### config.mk
export PLATFORM = sky130hd
export DESIGN_NAME = regbus_master
export DESIGN_NICKNAME = d
export VERILOG_FILES = /design/src/rtl/regbus_pkg.sv /design/src/rtl/regbus_lane_align.sv /design/src/rtl/regbus_master.sv
export SDC_FILE = /design/constraint.sdc
export NUM_CORES = 1
export LEC_CHECK = 0
export BUFFER_PORTS_ARGS = -buffer_cell sky130_fd_sc_hd__buf_4
export CAP_MARGIN = 10
export CORE_MARGIN = 2
export CORE_UTILIZATION = 43
export DETAILED_ROUTE_END_ITERATION = 16
export MAX_ROUTING_LAYER = met4
export PLACE_DENSITY = 0.8
export SLEW_MARGIN = 20
export SYNTH_ARGS = -nofsm -noshare
export SYNTH_HDL_FRONTEND = slang
export SYNTH_SLANG_ARGS = --single-unit
### constraint.sdc
create_clock -name clk -period 2.6 [get_ports clk]
set_input_delay 0.26 -clock clk [delete_from_list [all_inputs] [get_ports clk]]
set_output_delay 0.26 -clock clk [all_outputs]
set_load 0.01 [all_outputs]
### src/rtl/regbus_pkg.sv
// Shared types and constants for the register-bus master: access sizes,
// FSM states, register offset map and the read-only subset of that map.
package regbus_pkg;

  typedef enum logic [1:0] {
    SIZE_BYTE    = 2'b00,
    SIZE_HALF    = 2'b01,
    SIZE_WORD    = 2'b10,
    SIZE_ILLEGAL = 2'b11
  } size_t;

  typedef enum logic [1:0] {
    ST_IDLE,
    ST_ACCESS,
    ST_RESP
  } state_t;

  localparam logic [31:0] DEFAULT_BASE_ADDR = 32'h4000_0000;

  // Register word offsets within the 64-byte window.
  localparam logic [3:0] OFF_ID      = 4'h0;
  localparam logic [3:0] OFF_VERSION = 4'h1;
  localparam logic [3:0] OFF_CTRL    = 4'h2;
  localparam logic [3:0] OFF_STATUS  = 4'h3;
  localparam logic [3:0] OFF_IRQ_EN  = 4'h4;
  localparam logic [3:0] OFF_IRQ_CLR = 4'h5;
  localparam logic [3:0] OFF_DATA0   = 4'h6;
  localparam logic [3:0] OFF_DATA1   = 4'h7;
  localparam logic [3:0] OFF_DATA2   = 4'h8;
  localparam logic [3:0] OFF_DATA3   = 4'h9;
  localparam logic [3:0] OFF_SCRATCH = 4'hA;
  localparam logic [3:0] OFF_CAPS    = 4'hB;
  localparam logic [3:0] OFF_TIMER   = 4'hC;

  // Highest implemented offset; D..F are holes in the map.
  localparam logic [3:0] OFF_LAST = OFF_TIMER;

  localparam int NUM_RO = 5;
  localparam logic [3:0] RO_OFFSETS [NUM_RO] =
    '{OFF_ID, OFF_VERSION, OFF_STATUS, OFF_CAPS, OFF_TIMER};

  // True when a store to this offset must be rejected.
  function automatic logic is_read_only(input logic [3:0] off);
    logic hit;
    hit = 1'b0;
    for (int i = 0; i < NUM_RO; i++) begin
      if (off == RO_OFFSETS[i]) hit = 1'b1;
    end
    return hit;
  endfunction

endpackage

### src/rtl/regbus_lane_align.sv
// Byte-lane steering: store-side write enables and lane-replicated data,
// load-side shift-down plus zero/sign extension. Purely combinational.
module regbus_lane_align
  import regbus_pkg::*;
(
  input  logic [1:0]  size,
  input  logic [1:0]  addr_lo,
  input  logic        sign_ext,
  input  logic [31:0] store_data,
  input  logic [31:0] bus_rdata,
  output logic [3:0]  wben,
  output logic [31:0] wdata,
  output logic [31:0] load_data
);

  logic [31:0] shifted;

  assign shifted = bus_rdata >> {addr_lo, 3'b000};

  // Lane enables, replicated write data and extended load value per size.
  always_comb begin
    // NOTE: every output gets a default first so no path through the case
    // leaves one unassigned, which would otherwise infer a latch.
    wben      = 4'b0000;
    wdata     = 32'h0;
    load_data = 32'h0;
    case (size_t'(size))
      SIZE_BYTE: begin
        wben      = 4'b0001 << addr_lo;
        wdata     = {4{store_data[7:0]}};
        load_data = sign_ext ? {{24{shifted[7]}}, shifted[7:0]}
                             : {24'h0, shifted[7:0]};
      end
      SIZE_HALF: begin
        wben      = addr_lo[1] ? 4'b1100 : 4'b0011;
        wdata     = {2{store_data[15:0]}};
        load_data = sign_ext ? {{16{shifted[15]}}, shifted[15:0]}
                             : {16'h0, shifted[15:0]};
      end
      SIZE_WORD: begin
        wben      = 4'b1111;
        wdata     = store_data;
        load_data = shifted;
      end
      default: ;
    endcase
  end

endmodule

### src/rtl/regbus_master.sv
// CPU-side request/response to register-file bus bridge. Accepts one request
// in IDLE, rejects illegal ones without touching the bus, otherwise runs a
// single-cycle ACCESS and holds the response in RESP until it is taken.
module regbus_master
  import regbus_pkg::*;
#(
  parameter logic [31:0] BASE_ADDR = DEFAULT_BASE_ADDR
) (
  input  logic        clk,
  input  logic        reset,
  input  logic        req_valid,
  output logic        req_ready,
  input  logic        req_we,
  input  logic [1:0]  req_size,
  input  logic        req_signed,
  input  logic [31:0] req_addr,
  input  logic [31:0] req_wdata,
  output logic        rsp_valid,
  input  logic        rsp_ready,
  output logic [31:0] rsp_rdata,
  output logic        rsp_err,
  output logic [3:0]  addr,
  output logic [3:0]  wben,
  output logic        r_wn,
  output logic [31:0] wdata,
  input  logic [31:0] rdata
);

  state_t      state;
  logic        accept;
  logic        req_error;
  size_t       req_size_e;

  logic        lat_we;
  logic [1:0]  lat_size;
  logic        lat_signed;
  logic [5:0]  lat_addr;
  logic [31:0] lat_wdata;

  logic [3:0]  align_wben;
  logic [31:0] align_wdata;
  logic [31:0] load_data;
  logic        in_access;

  assign req_size_e = size_t'(req_size);
  assign accept     = req_valid && req_ready;
  assign in_access  = (state == ST_ACCESS);

  // Request legality check on the live request fields.
  always_comb begin
    req_error = 1'b0;
    if (req_size_e == SIZE_ILLEGAL)                            req_error = 1'b1;
    if (req_size_e == SIZE_HALF && req_addr[0])                req_error = 1'b1;
    if (req_size_e == SIZE_WORD && req_addr[1:0] != 2'b00)     req_error = 1'b1;
    if (req_addr[31:6] != BASE_ADDR[31:6])                     req_error = 1'b1;
    if (req_addr[5:2] > OFF_LAST)                              req_error = 1'b1;
    if (req_we && is_read_only(req_addr[5:2]))                 req_error = 1'b1;
  end

  // Capture the request payload on acceptance.
  // NOTE: payload registers carry no reset; they are only consumed in states
  // that can be reached solely through a fresh capture.
  always_ff @(posedge clk) begin
    if (accept) begin
      lat_we     <= req_we;
      lat_size   <= req_size;
      lat_signed <= req_signed;
      lat_addr   <= req_addr[5:0];
      lat_wdata  <= req_wdata;
    end
  end

  regbus_lane_align u_lane_align (
    .size       (lat_size),
    .addr_lo    (lat_addr[1:0]),
    .sign_ext   (lat_signed),
    .store_data (lat_wdata),
    .bus_rdata  (rdata),
    .wben       (align_wben),
    .wdata      (align_wdata),
    .load_data  (load_data)
  );

  // Control FSM with registered handshake and response outputs.
  always_ff @(posedge clk or negedge reset) begin
    if (!reset) begin
      state     <= ST_IDLE;
      req_ready <= 1'b1;
      rsp_valid <= 1'b0;
      rsp_rdata <= 32'h0;
      rsp_err   <= 1'b0;
    end else begin
      // NOTE: non-blocking assignments so every register here samples the
      // pre-edge values of the others, independent of statement order.
      case (state)
        ST_IDLE: begin
          if (accept) begin
            req_ready <= 1'b0;
            if (req_error) begin
              state     <= ST_RESP;
              rsp_valid <= 1'b1;
              rsp_err   <= 1'b1;
              rsp_rdata <= 32'h0;
            end else begin
              state <= ST_ACCESS;
            end
          end
        end
        ST_ACCESS: begin
          state     <= ST_RESP;
          rsp_valid <= 1'b1;
          rsp_err   <= 1'b0;
          rsp_rdata <= lat_we ? 32'h0 : load_data;
        end
        ST_RESP: begin
          if (rsp_ready) begin
            state     <= ST_IDLE;
            rsp_valid <= 1'b0;
            req_ready <= 1'b1;
          end
        end
        default: begin
          state     <= ST_IDLE;
          req_ready <= 1'b1;
          rsp_valid <= 1'b0;
        end
      endcase
    end
  end

  // Bus drive is gated by the registered ACCESS state, so reset idles it at once.
  assign addr  = in_access ? lat_addr[5:2] : 4'h0;
  assign r_wn  = !(in_access && lat_we);
  assign wben  = (in_access && lat_we) ? align_wben  : 4'h0;
  assign wdata = (in_access && lat_we) ? align_wdata : 32'h0;

endmodule

==> metrics.md, run 1 <==
| Metric | Value |
|---|---|
| Most common cell on crit path | buf_4 |
| Clock transition at path regs | 0.09 ns |
| Initial DRC count | 112 |
| Required time worst endpoint | 2.34 ns |
| Vias in the first global route | 3471 |
| Top Ports | 180 |
| Die ar. | 0.01016 mm² |
| Initial antenna violation count | 0 |
| Clock Path Buffers | 2 |
| Final hold vios | 0 |
| Placer Congestion | 0.8810 |
| Top cell type's share of synthesized area | 31.30% |
| Cell variety after synth | 42 |
| Final min period | 2.348 ns |
| Fin area | 0.005653 mm² |
| FMAX | 425.9 MHz |
| Max Slew Vio Count | 0 |
| Post-synth EDFFs | 42 |
| Initial core utilization | 44.02% |
| Async set-reset flop share out of synthesis | 46.84% |
| Drt via density | 5.370 |
| Detail Placement HPWL | 8450 µm |
| N_diodes | 0 |
| Delay-heaviest family, CP | simple AND/OR/NAND/NOR gates |
| CP peak stage delay | 0.48 ns |
| Hold slack | 0.03409 ns |
| DRC | 0 |
| Synth Register Bits | 79 |
| Largest net degree at the start of global routing | 46 |
| Area after DPL | 0.005456 mm² |
| Main area contributors after synthesis | edfxtp_1, dfrtp_1, mux2i_1 |
| Max-cap viol count | 0 |
| Drt total wl | 11170 µm |
| Max_slew headroom | 42.24% |
| Cell taking the most area after synthesis | edfxtp_1 |
| First-pass GRT wire length | 17320 µm |
| Routed wire per std cell | 17.00 µm |
| Syn Area/Cell | 11.04 µm² |
| Die Wd | 100.8 µm |
| Post-CTS setup buffer count | 0 |
| DR pass1 iterations | 4 |
| Worst EP arrival | 2.09 ns |
| Fin crit share | 90.31% |
| Peak supply drop | 0.0003481 V |
| Resize count post-CTS | 0 |
| CTS H-Tree Depth | 3 |
| Leakage power | 2.639 nW |
| WS Path Type | reg2out |
| Total core area | 0.009153 mm² |
| Worst skew pair latency | 0.36 ns |
| Layout cell share with drive strength beyond 1 | 42.12% |
| Final ANT Viol Nets | 0 |
| PD cells | 559.6 mW/mm² |
| Synth-to-layout area growth | 40.31% |
| Primary FF master, synth | edfxtp_1 |
| Worst Tran Pin Value | 0.8646 ns |
| RSZ-0062 raised after global routing | false |
| Num CTS Buffers | 9 |
| CTS Hold Buffers Added | 1 |
| IO Port Bufs | 179 |
| Startpoint Class | register |
| Overflow after GRT | 0 |
| Post-Syn Area | 0.004029 mm² |
| Die Ht | 100.8 µm |
| Sequential share of the synthesized area | 54.32% |
| Row count | 35 |
| Total negative slack | 0 ns |
| Nets | 645 |
| Synth Instances | 365 |
| All-Layer GR Usage | 22.77% |
| Final setup viols | 0 |
| HP Class | in2reg |
| Critical-path top delay cell | dfrtp_1 |
| Max Fanout on Critical Path | 8 |
| Worst Skew | 0.01534 ns |
| Clock tree from TritonCTS | done |
| Yosys Warn Count | 0 |
| Routed vias | 3528 |
| Syn nets | 469 |
| CP bufs+invs | 2 |
| CP cell instances | nor2b_1 > nand2_1 > a21oi_1 > buf_4 > and2_1 > buf_4 |
| Worst setup EP type | output pin |
| Clock sink count | 79 |
| Status | complete, no violations |
| CTS Root Buffer Type | clkbuf_8 |
[cell type report]
class | count | area [µm²]
Tap cell | 111 | 138.9
Sequential cell | 79 | 2188
Clock inverter | 7 | 62.56
Multi-Input combinational cell | 258 | 1699
Clock buffer | 9 | 123.9
Fill cell | 706 | 3500
Inverter | 3 | 11.26
Timing Repair Buffer | 190 | 1429
[where the power goes]
group	switching [W]	internal, W	total, W
sequential	0.0000689	0.00149	0.00156
clock	0.000516	0.000365	0.000881
combinational	0.000415	0.000312	0.000727
[metal layers]
| metal | vias to the layer above | share of wire (%) | global-route usage (%) |
|---|---|---|---|
| met3 | 12 | 5.8 | 4.438 |
| li1 | 1695 | - | - |
| met2 | 139 | 51 | 38.10 |
| met4 | 0 | 1.4 | 7.060 |
| met1 | 1682 | 41 | 27.92 |
| met5 | - | 0 | - |
[cells by family (layout without fill, tap and decap cells)]
kind of cell | Yosys count | in the layout | share of synthesized area (%)
compound gates | 108 | 108 | 19.47
buf+inv | 28 | 209 | 3.913
flops | 79 | 79 | 54.32
mux | 25 | 25 | 6.522
simple gates | 125 | 125 | 15.78
[synthesized netlist by cell type (all sizes together) (2+ instances only)]
cell          number
a211o              7
a21oi             33
a22o              25
a32o               8
and2              13
buf                9
clkbuf            13
dfrtp             36
dlymetal6s2s       2
edfxtp            42
inv                3
mux2i             24
nand2             51
nand2b             3
nor2              16
nor2b             20
nor3               3
nor3b              2
nor4               4
o21a               4
o21ai             17
o2bb2ai            7
o31ai              2
or2                9
[path summary, 6_finish.rpt]
kind,startpoint,end,slack [ns],depth (start not counted)
min reg2reg,rsp_rdata[4]$_DFFE_PN0P_,rsp_rdata[4]$_DFFE_PN0P_,0.51,1
min in group asynchronous,reset,rsp_rdata[28]$_DFFE_PN0P_,0.39,2
min,req_valid,req_ready$_DFFE_PN1P_,0.03,2
max,state[0]$_DFFE_PN0P_,wdata[1],0.25,6
max in group asynchronous,reset,req_ready$_DFFE_PN1P_,1.86,2
max reg2reg,lat_addr[0]$_DFFE_PP_,rsp_rdata[19]$_DFFE_PN0P_,0.38,6
[flip-flops by register name, indices dropped and copies added (netlist names)]
signal,flops
req_ready,1
rsp_valid,1
lat_size,2
state,2
lat_signed,1
lat_addr,6
rsp_rdata,32
lat_wdata,32
lat_we,1
rsp_err,1
[cells in the final DEF, fill, tap and decap left out, types with 3 or more instances in the layout]
cell / synthesis / final
a22o_2: 3 / 3
o21a_1: 4 / 4
mux2i_1: 24 / 24
nor2b_1: 20 / 19
a32o_1: 8 / 8
clkinvlp_4: 0 / 3
a22o_1: 22 / 22
clkbuf_8: 0 / 9
inv_1: 3 / 3
buf_4: 1 / 189
nor2_1: 16 / 16
dfrtp_1: 36 / 36
nand2b_1: 3 / 3
and2_1: 13 / 12
or2_2: 9 / 9
a211o_1: 7 / 7
nand2_1: 51 / 51
nor4_1: 4 / 4
o21ai_0: 17 / 17
a21oi_1: 33 / 33
o2bb2ai_1: 7 / 7
edfxtp_1: 42 / 42
[metrics by stage]
| stage | instances | util (%) | power, W | setup WS, ns |
|---|---|---|---|---|
| 2_1_floorplan | 365 | - | 0.002023 | 0.4398 |
| 3_3_place_gp | 640 | 59.62 | 0.002282 | 0.5108 |
| 3_5_place_dp | 640 | 59.62 | 0.002309 | 0.4083 |
| 4_1_cts | 657 | 61.76 | 0.003179 | 0.2340 |
| 5_1_grt | 657 | 61.76 | 0.003317 | 0.06602 |
| 6_report | 657 | 61.76 | 0.003163 | 0.2519 |
No activity file was read; power rests on OpenSTA's default activity.
==> run 2, diff against run 1 <==
--- a/config.mk
+++ b/config.mk
@@ -8,11 +8,10 @@
 export BUFFER_PORTS_ARGS = -buffer_cell sky130_fd_sc_hd__buf_4
 export CAP_MARGIN = 10
 export CORE_MARGIN = 2
-export CORE_UTILIZATION = 43
+export CORE_UTILIZATION = 51
 export DETAILED_ROUTE_END_ITERATION = 16
 export MAX_ROUTING_LAYER = met4
-export PLACE_DENSITY = 0.8
-export SLEW_MARGIN = 20
+export PLACE_DENSITY = 0.89
 export SYNTH_ARGS = -nofsm -noshare
 export SYNTH_HDL_FRONTEND = slang
 export SYNTH_SLANG_ARGS = --single-unit
==> constraint.sdc (replaced) <==
create_clock -name clk -period 2.85 [get_ports clk]
set_input_delay 0.285 -clock clk [delete_from_list [all_inputs] [get_ports clk]]
set_output_delay 0.285 -clock clk [all_outputs]
set_load 0.01 [all_outputs]
==> run 2 against run 1 <==
  * Non-clock buffer count fell by 1
  * Setup slack improved by 0.052 ns
  * First-iteration DRC count rose by 79%
  * Critical path depth fell by 1
  * Sequential cell count did not move
  * Worst hold slack improved by 0.028 ns
  * Via count rose by 1.9%
==> metrics.md, run 2 (synthesis results as in run 1) <==
| Metric | Value |
|---|---|
| Int Pwr | 0.002146 W (-0.79%) |
| Resize count post-CTS | 0 (unchanged) |
| Worst skew pair latency | 0.35 ns (about the same) |
| Worst Tran Pin Value | 0.7975 ns (-0.06709 ns) |
| Layout cell share with drive strength beyond 1 | 42.02% (-0.11 points) |
| Top Registers | lat_wdata x32, rsp_rdata x32, lat_addr x6 |
| CTS Hold Buffers Added | 1 (unchanged) |
| Min-Delay Startpoint | req_valid |
| PD cells | 533.2 mW/mm² (-4.7%) |
| Critical-path top delay cell | edfxtp_1 |
| Area after DPL | 0.005450 mm² (-0.11%) |
| IO Port Bufs | 179 (unchanged) |
| CP peak stage delay | 0.69 ns (+0.21 ns) |
| Fin util | 73.96% (+12 points) |
| Max Slew Vio Count | 0 (unchanged) |
| N_diodes | 0 (unchanged) |
| WS Path Type | reg2out |
| Clock transition at path regs | 0.09 ns (about the same) |
| Clock sink count | 79 (unchanged) |
| Startpoint Class | register |
| Routed wl met2 | 5729 µm (-0.26%) |
| Initial core utilization | 52.41% (+8.4 points) |
| Crit path from | lat_size[0]$_DFFE_PP_ |
| Total core area | 0.007687 mm² (-16%) |
| Max Used Layer | met4 |
| Nets | 644 (-0.16%) |
| Multi-input logic area | 0.001699 mm² (unchanged) |
| Peak supply drop | 0.0003593 V (+3.2%) |
| Fin crit share | 89.34% |
| Vias in the first global route | 3539 (+2.0%) |
| Synth-to-layout area growth | 41.12% |
| Leakage power | 2.659 nW (+0.75%) |
| Worst EP arrival | 2.26 ns (+0.17 ns) |
| Combinational share of power | 21.6% (-1.4 points) |
| Num CTS Buffers | 9 (unchanged) |
| Detail Placement HPWL | 8623 µm (+2.0%) |
| RSZ-0062 raised after global routing | false |
| CTS H-Tree Depth | 3 (unchanged) |
| Most common cell after layout, fill and taps aside | buf_4 |
| Die Ht | 92.88 µm (-7.9%) |
| Final ANT Viol Nets | 0 (unchanged) |
| Initial antenna violation count | 0 (unchanged) |
| Clock Path Buffers | 2 (unchanged) |
| Final hold vios | 0 (unchanged) |
| Fin area | 0.005685 mm² (+0.58%) |
| FMAX | 392.8 MHz |
| Most frequent cells in the layout | buf_4, nand2_1, edfxtp_1 |
| Final-layout fill cell count | 533 (-25%) |
| FF-to-FF Start | lat_size[0]$_DFFE_PP_ |
| Total negative slack | 0 ns (unchanged) |
| Initial DRC count | 200 (+79%) |
| Status | complete, no violations |
| Routed met3 length | 842 µm (+30%) |
| Switching share of power | 29.21% (-2.4 points) |
| Clock tree from TritonCTS | done |
| Max Fanout on Critical Path | 24 (+16) |
| Max-cap viol count | 0 (unchanged) |
| CP cell instances | nor2b_2 > buf_12 > nand2_1 > a21oi_1 > buf_4 |
| Routed vias | 3596 (+1.9%) |
| Overflow after GRT | 0 (unchanged) |
| DRC | 0 (unchanged) |
| FF/Latch Area | 0.002188 mm² (unchanged) |
| Max_slew headroom | 46.72% (+4.5 points) |
| Pre-CTS WS | 0.5421 ns (+0.1338 ns) |
| Worst setup EP type | output pin |
| Row count | 32 (-8.6%) |
| First-pass GRT wire length | 17590 µm (+1.6%) |
| Required time worst endpoint | 2.57 ns (+0.23 ns) |
| HP Class | in2reg |
| Worst Skew | 0.01259 ns (-0.002753 ns) |
| Post-CTS setup buffer count | 0 (unchanged) |
| Routed wire per std cell | 17.51 µm (+3.0%) |
| All-Layer GR Usage | 27.27% (+4.5 points) |
| Switch Pwr | 0.0008856 W (-11%) |
| Drt via density | 5.558 (+3.5%) |
| Clock power frac | 31.1% (+3.2 points) |
| Die Wd | 92.88 µm (-7.9%) |
| Final setup viols | 0 (unchanged) |
| Drt total wl | 11330 µm (+1.4%) |
| Placer Congestion | 0.8723 (-0.99%) |
| CTS Root Buffer Type | clkbuf_8 |
| Largest net degree at the start of global routing | 46 (unchanged) |
| Final worst slack | 0.3039 ns (+0.05203 ns) |
| DR pass1 iterations | 5 (+1) |
| M1 WL | 4493 µm (-2.7%) |
| Final min period | 2.546 ns |
| Cells after DPL | 630 (-1.6%) |
| Die ar. | 0.008627 mm² (-15%) |
| Reg power frac | 47.3% (-1.9 points) |
| Top Ports | 180 (unchanged) |
| Fin cells | 647 (-1.5%) |
run 2: power groups by stage:
stage | Combinational [W] | Sequential, W | Clock, W
finish | 0.000654 | 0.00143 | 0.000944
global route | 0.000717 | 0.00145 | 0.00101
CTS | 0.000654 | 0.00143 | 0.000950
detailed placement | 0.000649 | 0.00146 | 0
global placement | 0.000626 | 0.00145 | 0
floorplan | 0.000416 | 0.00143 | 0
run 2: critical path: cells and delay by family, from the launching register on:
kind / cells / cell delay, ns
AOI/OAI and AO/OA: 1 / 0.26
buffers and inverters: 2 / 0.40
DFF: 1 / 0.69
and+or+nand+nor: 2 / 0.54
run 2: final timing paths:
path / end / slack (ns) / depth (start not counted)
min: req_ready$_DFFE_PN1P_ / 0.06 / 2
max reg2reg: rsp_rdata[17]$_DFFE_PN0P_ / 0.49 / 5
min in group asynchronous: rsp_rdata[21]$_DFFE_PN0P_ / 0.43 / 2
max: wdata[10] / 0.30 / 5
min reg2reg: rsp_err$_DFFE_PN0P_ / 0.50 / 1
max in group asynchronous: req_ready$_DFFE_PN1P_ / 2.08 / 2
run 2: layout make-up:
type / instances / area share (%)
inverters: 3 / 0.1981
flip-flops and latches: 79 / 38.49
clock buffers: 9 / 2.179
well taps: 102 / 2.245
clock inverters: 7 / 1.783
repair buffers: 189 / 25.22
multi-input cells: 258 / 29.89
run 2: stage by stage:
stage                     hold slack, ns  total power (W)
after CTS                        0.05580         0.003037
final                            0.06217         0.003032
after global placement            0.2561         0.002076
after global routing             0.06078         0.003180
after floorplan                 -0.01059         0.001849
after detailed placement          0.2709         0.002106
run 2: layer usage:
metal / up-vias / GRT usage [%]
met4: 0 / 9.559
met3: 25 / 5.126
met1: 1695 / 33.75
met2: 185 / 45.17
met5: - / -
li1: 1691 / -
==> run 3, diff against run 2 <==
--- a/config.mk
+++ b/config.mk
@@ -8,10 +8,10 @@
 export BUFFER_PORTS_ARGS = -buffer_cell sky130_fd_sc_hd__buf_4
 export CAP_MARGIN = 10
 export CORE_MARGIN = 2
-export CORE_UTILIZATION = 51
+export CORE_UTILIZATION = 30
 export DETAILED_ROUTE_END_ITERATION = 16
 export MAX_ROUTING_LAYER = met4
-export PLACE_DENSITY = 0.89
+export PLACE_DENSITY = 0.58
 export SYNTH_ARGS = -nofsm -noshare
 export SYNTH_HDL_FRONTEND = slang
 export SYNTH_SLANG_ARGS = --single-unit
==> run 3 against run 2 <==
  * Sequential cell count unchanged
  * Global-route usage down 9.4 points
  * Critical path type unchanged
  * Die area up 67%
  * Cell count up 12%
  * Maximum frequency up 4.7%
  * Non-clock buffer count up 1
  * Cell area up 2.4%
  * Power up 4.3%
  * Register-to-register slack better by 0.08 ns
  * Clock power up 13%
  * Highest routed layer unchanged
==> metrics.md, run 3 (synthesis results as in run 1) <==
| Metric | Value |
|---|---|
| Clock power frac | 33.8% (+2.7 points) |
| GR met3 Demand/Resource | 4.468% (-0.66 points) |
| Routed vias | 3533 (-1.8%) |
| Worst Skew | 0.005396 ns (-0.007194 ns) |
| Reg power frac | 44.8% (-2.5 points) |
| Critical-path top delay cell | dfrtp_1 |
| Total core area | 0.01319 mm² (+72%) |
| Die Ht | 119.9 µm (+29%) |
| Met1 Usage GRT | 23.05% (-11 points) |
| Final min period | 2.432 ns (-0.1145 ns) |
| Hold slack | 0.08709 ns (+0.02492 ns) |
| PD cells | 543.4 mW/mm² (+1.9%) |
| Clock sink count | 79 (unchanged) |
| Max-cap viol count | 0 (unchanged) |
| Total power | 0.003163 W (+4.3%) |
| Initial antenna violation count | 0 (unchanged) |
| Detail Placement HPWL | 9060 µm (+5.1%) |
| Placer Congestion | 0.8566 (-1.8%) |
| First-pass GRT wire length | 19000 µm (+8.0%) |
| M2 GR Usage | 27.64% (-18 points) |
| Final ANT Viol Nets | 0 (unchanged) |
| CP peak stage delay | 0.47 ns (-0.22 ns) |
| Required time worst endpoint | 2.57 ns (about the same) |
| Switch Pwr | 0.0008820 W (-0.41%) |
| Routed wire per std cell | 16.89 µm (-3.5%) |
| WS Path Type | reg2out |
| Delay-heaviest family, CP | simple AND/OR/NAND/NOR gates |
| Final worst slack | 0.4184 ns (+0.1145 ns) |
| FMAX | 411.3 MHz (+4.7%) |
| Num CTS Buffers | 9 (unchanged) |
| Most common cell on crit path | buf_4 |
| Final hold vios | 0 (unchanged) |
| Top Ports | 180 (unchanged) |
| Max Fanout on Critical Path | 8 (-67%) |
| Die ar. | 0.01437 mm² (+67%) |
| CP bufs+invs | 2 (unchanged) |
| GRT Max-Usage Layer | met2 |
| HP Class | in2reg |
| Worst skew pair latency | 0.34 ns (about the same) |
| N_diodes | 0 (unchanged) |
| Pre-CTS WS | 0.5732 ns (+0.03109 ns) |
| Initial DRC count | 239 (+20%) |
| Row count | 42 (+31%) |
| CTS Root Buffer Type | clkbuf_16 |
| Drt via density | 4.893 (-12%) |
| Final setup viols | 0 (unchanged) |
| Peak supply drop | 0.0002821 V (-21%) |
| Initial core utilization | 30.54% (-22 points) |
| Resize count post-CTS | 0 (unchanged) |
| CP cell instances | nor2b_1 > nand2_1 > a21oi_1 > buf_4 > and2_1 > buf_4 |
| Clock tree from TritonCTS | done |
| RSZ-0062 raised after global routing | false |
| Die Wd | 119.9 µm (+29%) |
| Clock transition at path regs | 0.05 ns (-0.04 ns) |
| Top Registers | lat_wdata x32, rsp_rdata x32, lat_addr x6 |
| Worst Tran Pin Value | 1.097 ns (+0.3000 ns) |
| Leakage power | 2.687 nW (+1.1%) |
| Worst EP arrival | 2.15 ns (-0.11 ns) |
| Worst setup EP type | output pin |
| Startpoint Class | register |
| Clock Path Buffers | 2 (unchanged) |
| Post-CTS setup buffer count | 0 (unchanged) |
| Vias in the first global route | 3570 (+0.88%) |
| Int Pwr | 0.002281 W (+6.3%) |
| Fin crit share | 85.32% (-4.0 points) |
| DR pass1 iterations | 4 (-1) |
| Max Slew Vio Count | 0 (unchanged) |
| Largest net degree at the start of global routing | 46 (unchanged) |
| DRC | 0 (unchanged) |
| Layout cell share with drive strength beyond 1 | 41.39% (-0.63 points) |
| Drt total wl | 12200 µm (+7.7%) |
| CTS H-Tree Depth | 3 (unchanged) |
| Switching share of power | 27.89% (-1.3 points) |
| Status | complete, no violations |
| Nets | 645 (+0.16%) |
| Most frequent cells in the layout | buf_4, nand2_1, edfxtp_1 |
| Most common cell after layout, fill and taps aside | buf_4 |
| Max_slew headroom | 26.68% (-20 points) |
| Total negative slack | 0 ns (unchanged) |
| Overflow after GRT | 0 (unchanged) |
| Combinational share of power | 21.4% (-0.2 points) |
| IO Port Bufs | 179 (unchanged) |
| All-Layer GR Usage | 17.91% (-9.4 points) |
| Synth-to-layout area growth | 44.47% |
==> run 3: changes by cell type in the layout (fill, tap and decap cells not counted), sizes merged <==
cell      change
clkinv        +1
buf           +1
clkinvlp      -2
inv           -3
clkbuf        +6
bufinv        -2
==> run 3: final timing paths <==
check	startpoint	endpoint	slack, ns	cells past startpoint
max in group asynchronous	reset	req_ready$_DFFE_PN1P_	2.04	2
setup / recovery	state[0]$_DFFE_PN0P_	wdata[0]	0.42	6
setup reg to reg	lat_addr[0]$_DFFE_PP_	rsp_rdata[16]$_DFFE_PN0P_	0.57	6
min in group asynchronous	reset	rsp_rdata[17]$_DFFE_PN0P_	0.46	2
hold / removal	req_valid	req_ready$_DFFE_PN1P_	0.09	2
hold reg to reg	rsp_rdata[6]$_DFFE_PN0P_	rsp_rdata[6]$_DFFE_PN0P_	0.49	1
==> run 3: stage by stage <==
step | cell area (µm²) | utilization (%) | instances
floorplan | 4029 | - | 365
global placement | 5538 | 41.98 | 705
detailed placement | 5538 | 41.98 | 705
CTS | 5821 | 44.13 | 722
global route | 5821 | 44.13 | 722
finish | 5821 | 44.13 | 722
==> run 3: repair_timing <==
action | CTS | global route
hold endpoints to repair | 36 | 0
endpoints found under the setup margin | 0 | 0
hold buffers | 1 | 0
==> run 3: area by class of cell <==
class	instances	area [µm²]
inverter	3	11.26
timing repair buffer	190	1429
fill	1284	7370
clock inverter	1	5.005
clock buffer	15	267.8
multi-input combinational	258	1699
tap	176	220.2
sequential	79	2188
==> run 3: power groups by stage <==
stage / registers (W) / clock network, W / logic, W
6_report: 0.00142 / 0.00107 / 0.000676
5_1_grt: 0.00143 / 0.00115 / 0.000750
4_1_cts: 0.00142 / 0.00110 / 0.000686
3_5_place_dp: 0.00144 / 0 / 0.000682
3_3_place_gp: 0.00144 / 0 / 0.000672
2_1_floorplan: 0.00143 / 0 / 0.000416
==> run 3: layer usage <==
metal  vias up  wire, µm
met5         -         0
met4         0       202
met3        14       763
met1      1679      5504
li1       1696         -
met2       144      5727
